## src/rtl/mem_dbus_ctrl.sv

```systemverilog
// MEM-stage data-bus controller: one req/addr_ok/data_ok transaction per
// load/store, with dmem_stall held until the access completes.
module mem_dbus_ctrl (
  input  logic        clk,
  input  logic        rst,
  input  logic        mem_req_en,
  input  logic        mem_wr,
  input  logic [1:0]  mem_size,
  input  logic [31:0] mem_addr,
  input  logic [31:0] mem_wdata,
  input  logic        mem_except_valid,
  input  logic        pipe_stall,
  output logic        data_req,
  output logic        data_wr,
  output logic [1:0]  data_size,
  output logic [31:0] data_addr,
  output logic [31:0] data_wdata,
  input  logic        data_addr_ok,
  input  logic        data_data_ok,
  input  logic [31:0] data_rdata,
  output logic [31:0] mem_rdata,
  output logic        dmem_stall
);

  typedef enum logic [1:0] {
    S_IDLE,
    S_ADDR,
    S_DATA,
    S_HOLD
  } state_e;

  state_e      state_q, state_d;
  logic        wr_q, wr_d;
  logic [1:0]  size_q, size_d;
  logic [31:0] addr_q, addr_d;
  logic [31:0] wdata_q, wdata_d;
  logic [31:0] rdata_q, rdata_d;
  logic        start;
  logic        stall_raw;
  logic        pass;

  assign start = mem_req_en & ~mem_except_valid;

  always_comb begin
    state_d   = state_q;
    wr_d      = wr_q;
    size_d    = size_q;
    addr_d    = addr_q;
    wdata_d   = wdata_q;
    rdata_d   = rdata_q;
    stall_raw = 1'b0;
    pass      = 1'b0;
    data_req  = 1'b0;
    unique case (state_q)
      S_IDLE: begin
        stall_raw = start;
        if (start) begin
          wr_d    = mem_wr;
          size_d  = mem_size;
          addr_d  = mem_addr;
          wdata_d = mem_wdata;
          state_d = S_ADDR;
        end
      end
      S_ADDR: begin
        // request stays up until accepted, even if an exception shows up
        data_req  = 1'b1;
        stall_raw = 1'b1;
        if (data_addr_ok) begin
          state_d = S_DATA;
        end
      end
      S_DATA: begin
        stall_raw = ~data_data_ok;
        if (data_data_ok) begin
          pass    = 1'b1;
          rdata_d = data_rdata;
          state_d = pipe_stall ? S_HOLD : S_IDLE;
        end
      end
      S_HOLD: begin
        // access done, instruction still parked in MEM: never reissue
        if (!pipe_stall) begin
          state_d = S_IDLE;
        end
      end
      default: begin
        state_d = S_IDLE;
      end
    endcase
  end

  always_ff @(posedge clk or negedge rst) begin
    if (!rst) begin
      state_q <= S_IDLE;
      wr_q    <= 1'b0;
      size_q  <= 2'd0;
      addr_q  <= 32'd0;
      wdata_q <= 32'd0;
      rdata_q <= 32'd0;
    end else begin
      state_q <= state_d;
      wr_q    <= wr_d;
      size_q  <= size_d;
      addr_q  <= addr_d;
      wdata_q <= wdata_d;
      rdata_q <= rdata_d;
    end
  end

  assign data_wr    = wr_q;
  assign data_size  = size_q;
  assign data_addr  = addr_q;
  assign data_wdata = wdata_q;
  assign mem_rdata  = pass ? data_rdata : rdata_q;
  assign dmem_stall = rst & stall_raw;

endmodule

```

## config.mk

```make
export PLATFORM = sky130hd
export DESIGN_NAME = mem_dbus_ctrl
export DESIGN_NICKNAME = d
export VERILOG_FILES = /design/src/rtl/mem_dbus_ctrl.sv
export SDC_FILE = /design/constraint.sdc
export NUM_CORES = 1
export LEC_CHECK = 0
export BUFFER_PORTS_ARGS = -buffer_cell sky130_fd_sc_hd__clkbuf_2
export CAP_MARGIN = 0
export CORE_MARGIN = 3
export CORE_UTILIZATION = 41
export DETAILED_ROUTE_END_ITERATION = 7
export MAX_ROUTING_LAYER = met4
export PLACE_DENSITY = 0.74
export SLEW_MARGIN = 20
export SYNTH_ARGS = -nofsm -noshare
export SYNTH_HDL_FRONTEND = slang
export SYNTH_SLANG_ARGS = --single-unit
```

## constraint.sdc

```tcl
create_clock -name clk -period 1.8 [get_ports clk]
set_input_delay 0.09 -clock clk [delete_from_list [all_inputs] [get_ports clk]]
set_output_delay 0.09 -clock clk [all_outputs]
set_load 0.02 [all_outputs]
```

== Word level (Yosys, flattened, before mapping) ==
Cells that the tools add are included.
Word-level totals
  logic and storage cells: 32
  bits of input ports: 106
  bits in registers: 101
Operators by class
  eq/ne operators: 7
  muxes and demuxes: 11
  bitwise logic cells: 4
  reduce and logical (&&, ||, !) cells: 4
Operator list (count)
  2-to-1 mux 32 bit: 1
  2-to-1 mux 2 bit: 5
  != test 2 bit (second input constant): 4
  case mux 2 bit (4 select lines): 1
  equality test 2 bit (second input constant): 2
  AND reduction 2 bit: 2
  AND reduction 4 bit: 1
  2-to-1 mux 1 bit: 3
  case mux 1 bit (3 select lines): 1
  bitwise AND 1 bit: 2
  equality test 2 x 1 -> 1 bit (second input constant): 1
  zero test 2 bit: 1
  inverter 1 bit: 2

== Longest topological paths before layout ==
  depth after elaboration: 4
  depth in mapped cells: 5
  depth with buffers taken out: 3

== Least setup slack after synthesis ==
OpenSTA, ideal clock, no wires.
  path kind: register to register
  start point: register state_q[1]
  end point: register addr_q[0] (netlist: data_addr[0])
  setup time: 127 ps
  arrival time: 1468 ps
  cell stages (with the launch flop): 6
  setup slack: 204 ps
  required time: 1673 ps
  path through: dfrtp_1 -> buf_2 -> nor4b_4 -> buf_4 -> buf_6 -> mux2_1
On the way
  cells in the longest elaborated chain, start to end: 2
Ends and longest elaborated chain
  start: declaration: RTL line 32  | state_e state_q, state_d;
  start signal: assignment: RTL line 102  | state_q <= state_d;
  zero test 2 bit: RTL line 54  | unique case (state_q)
  AND reduction 2 bit (no line)
  end signal: assignment: RTL line 105  | addr_q <= addr_d;
  end: declaration: RTL line 35  | logic [31:0] addr_q, addr_d;
No other way between the ends.
A chain may end at the register's enable or synchronous reset.

== Worst setup path in the final report ==
  start point: register state_q[0]
  end point: output port mem_rdata[6]
On the way
  cells in the longest elaborated chain, start to end: 3
Ends and longest elaborated chain
  equality test 2 bit: RTL line 54
  2-to-1 mux 1 bit: RTL line 54
  2-to-1 mux 32 bit: RTL line 115  | assign mem_rdata = pass ? data_rdata : rdata_q;
  end: declaration: RTL line 21  | output logic [31:0] mem_rdata,
No other way between the ends.

==> impl_results.rst <==
.. list-table::
   :header-rows: 1

   * - Metric
     - Value
   * - Switching power share of the total
     - 39.0%
   * - Per-cell via count in the routed design
     - 4.77
   * - Initial antenna violation count
     - 0
   * - Failing checks
     - setup timing
   * - Wire length per cell
     - 18.1 um
   * - Unique masters post-synth
     - 19
   * - Min Hold Slack
     - 0.0269 ns
   * - Via Count
     - 3155
   * - Slew headroom
     - 44.9%
   * - Critical Path Source
     - state_q[0]
   * - Final ANT Viol Nets
     - 0
   * - Clock transition at the registers of the reported paths
     - 0.09 ns
   * - Worst Tran Pin Value
     - 0.826 ns
   * - Number of nets in the final layout
     - 655
   * - Area taken by multi-input logic gates
     - 0.00133 sq mm
   * - Top-level port count
     - 207
   * - Worst Min Path Start
     - data_rdata[3]
   * - Number of inserted diodes
     - 0
   * - Biggest cell delay along the critical path
     - 0.45 ns
   * - Syn Inst Count
     - 225
   * - TritonCTS clock tree
     - built
   * - Area grow syn2layout
     - 74.3%
   * - Minimum setup slack in the final design
     - -0.0924 ns
   * - Post-synthesis mux area share
     - 29.2%
   * - Psw
     - 4.47 mW
   * - Slew Limit Fails
     - 0
   * - Overall overflow remaining after global route
     - 0
   * - Number of warning messages in the yosys log
     - 0
   * - Critical Path, Cell by Cell
     - nand3b_1 -> buf_6 -> clkbuf_16 -> mux2_4 -> buf_6
   * - Via count of the first global-routing pass
     - 3434
   * - Number of placement rows
     - 34
   * - Total iterations of the first detailed-routing run
     - 4
   * - Compound-gate portion of the synthesized area
     - 0.820%
   * - VDD IR-drop max
     - 1030 uV
   * - Register area share after synthesis
     - 66.3%
   * - Filler cell count
     - 546
   * - Initial core utilization
     - 42.9%
   * - Setup violators final
     - 32
   * - Total number of H-tree levels
     - 3
   * - Number of synthesized register bits
     - 101
   * - Total negative slack
     - -2.21 ns
   * - Cell total after placement
     - 534
   * - Net count after synthesis
     - 331
   * - Category of the worst setup path launch point
     - flip-flop
   * - Count of clock tree sinks
     - 101
   * - Most used cell along the critical path
     - buf_6
   * - Worst min path class
     - primary input to flip-flop
   * - Run status
     - finished, violations left
   * - GRT Total Usage
     - 20.1%
   * - Combined flip-flop and latch cell area
     - 0.00253 sq mm
   * - Unrepaired setup endpoints after global routing
     - yes
   * - Synth Area in Simple Gates
     - 1.57%
   * - Skew-Pair Late Insertion Delay
     - 0.34 ns
   * - Number of clock buffers inserted by TritonCTS
     - 9
   * - Layout cell share with drive strength beyond 1
     - 56.2%
   * - Die area
     - 0.0105 sq mm
   * - Master of the slowest instance on the critical path
     - dfrtp_2
   * - Adder-cell area share of the yosys netlist
     - 0%
   * - Synth Cell Area
     - 0.00381 sq mm
   * - Post-route clock skew
     - 0.00810 ns
   * - Post-DP HPWL
     - 6.37 mm
   * - Post-synthesis average cell area
     - 16.9 sq um
   * - Main combinational cell family by area after synthesis
     - multiplexers
   * - Global placer's final weighted congestion
     - 0.755
   * - Xor and xnor area share after synthesis
     - 0%
   * - Area of the core
     - 0.00889 sq mm
   * - Most frequent standard cell in the layout excluding fill and tap cells
     - clkbuf_2
   * - Root Buffer Master
     - clkbuf_8
   * - DRC errors left
     - 0
   * - Final Hold Vio Count
     - 0
   * - Cell Pwr Density
     - 1730 mW/mm^2
   * - Post-layout instance count excluding filler cells
     - 661
   * - Critical setup path kind
     - flip-flop to primary output
   * - Worst reg2reg path startpoint
     - state_q[1]
   * - Leak
     - 3.36 nW
   * - Wire length of the first global-routing pass
     - 15.9 mm
   * - Floorplan die height
     - 102 um
   * - CP max FO
     - 8
   * - Clk network pwr share
     - 11.3%
   * - Crit end category
     - primary output
   * - Signal arrival time at the worst endpoint
     - 1.80 ns
   * - Min Clock Period, post-route
     - 1.89 ns
   * - Number of max-cap violations
     - 0
   * - Pin count of the biggest net entering global routing
     - 67
   * - Port bufs
     - 206
   * - Int Power
     - 7.00 mW
   * - Endpoint required time on the critical path
     - 1.71 ns
   * - Relative contribution of combinational cells to total power
     - 53.9%
   * - Share of total power in sequential cells
     - 34.7%
   * - Die X-Extent
     - 102 um
   * - Post-detailed-routing wire length
     - 12.0 mm
   * - Number of buffers on the longest clock path
     - 2
   * - First-iteration detailed-routing DRC count
     - 56
   * - Max frequency
     - 0.528 GHz
   * - Final worst-path cycle share
     - 105%
   * - Most frequent cells in the layout
     - clkbuf_2, dfrtp_1, dlygate4sd3_1, mux2_2, buf_6
[area by class of cell]
class / instances / area share [%]
flip-flops and latches: 101 / 38.0
repair buffers: 324 / 37.3
multi-input cells: 112 / 20.0
clock buffers: 11 / 2.13
well taps: 108 / 2.03
clock inverters: 4 / 0.508
inverters: 1 / 0.0565
[power by group through the flow]
stage	combinational (mW)	clock, mW	sequential (mW)
finish	6.19	1.30	3.98
global route	6.52	1.43	4.09
CTS	4.96	1.34	3.92
floorplan	2.10	0	4.84
global placement	4.60	0	3.91
detailed placement	4.70	0	3.97
[kinds of logic after synthesis]
family                 after synthesis
flip-flops                         101
multiplexers                        99
buffers and inverters               12
AND/OR/NAND/NOR                      8
AO/OA/AOI/OAI                        5
[worst max-delay path, delay by kind of cell, from the launching register on]
| kind | cells | cell delay (ns) |
|---|---|---|
| AND/OR/NAND/NOR | 1 | 0.22 |
| multiplexers | 1 | 0.32 |
| flip-flops | 1 | 0.45 |
| buffers and inverters | 3 | 0.48 |
[flip-flops by register name, indices dropped and copies added (netlist names)]
signal / flops
rdata_q: 32
data_size: 2
data_wdata: 32
data_wr: 1
data_addr: 32
state_q: 2
[routing by layer]
metal | vias up | global-route usage (%) | wire length (um)
met1 | 1541 | 22.5 | 4640
met3 | 31 | 3.14 | 598
li1 | 1438 | - | -
met2 | 145 | 35.8 | 6400
met4 | 0 | 7.77 | 320
met5 | - | - | 0
[synthesized netlist by cell type (all sizes together)]
| library cell | number | share of area, % |
|---|---|---|
| a21o | 1 | 0.20 |
| nor2b | 1 | 0.16 |
| nand3 | 1 | 0.13 |
| o22ai | 1 | 0.16 |
| nand2b | 1 | 0.16 |
| o21ai | 1 | 0.13 |
| nand2 | 1 | 0.098 |
| buf | 11 | 2.0 |
| a21boi | 1 | 0.20 |
| dfrtp | 101 | 66 |
| mux2 | 99 | 29 |
| nand3b | 1 | 0.20 |
| a21oi | 1 | 0.13 |
| nor4b | 1 | 0.62 |
| nor2 | 2 | 0.20 |
| inv | 1 | 0.098 |
[timing repair]
item	4_1_cts	5_1_grt
hold endpoints to repair	198	0
cloned	1	4
resized for setup	1	135
hold buffers	98	0
setup endpoints to repair	32	33
buffers inserted	3	6
pin swaps	1	2
[path summary, 6_finish.rpt]
path / to / slack [ns] / depth (start not counted)
setup / recovery: mem_rdata[6] / -0.09 / 5
hold / removal: rdata_q[3] / 0.03 / 2
setup reg to reg: data_wdata[4] / 0.04 / 6
hold reg to reg: data_wdata[22] / 0.49 / 1
max in group asynchronous: data_addr[15] / 0.71 / 3
min in group asynchronous: data_wdata[1] / 0.39 / 3
[metrics by stage]
step / util [%] / worst slack [ns] / cell area (sq um) / power, mW
3_3_place_gp: 56.0 / 0.214 / 4980 / 8.51
5_1_grt: 74.8 / -0.157 / 6650 / 12.0
2_1_floorplan: - / 0.204 / 3810 / 6.94
6_report: 74.8 / -0.0924 / 6650 / 11.5
4_1_cts: 69.5 / -0.119 / 6180 / 10.2
3_5_place_dp: 56.0 / 0.159 / 4980 / 8.67
No activity file was read; power rests on OpenSTA's default activity.
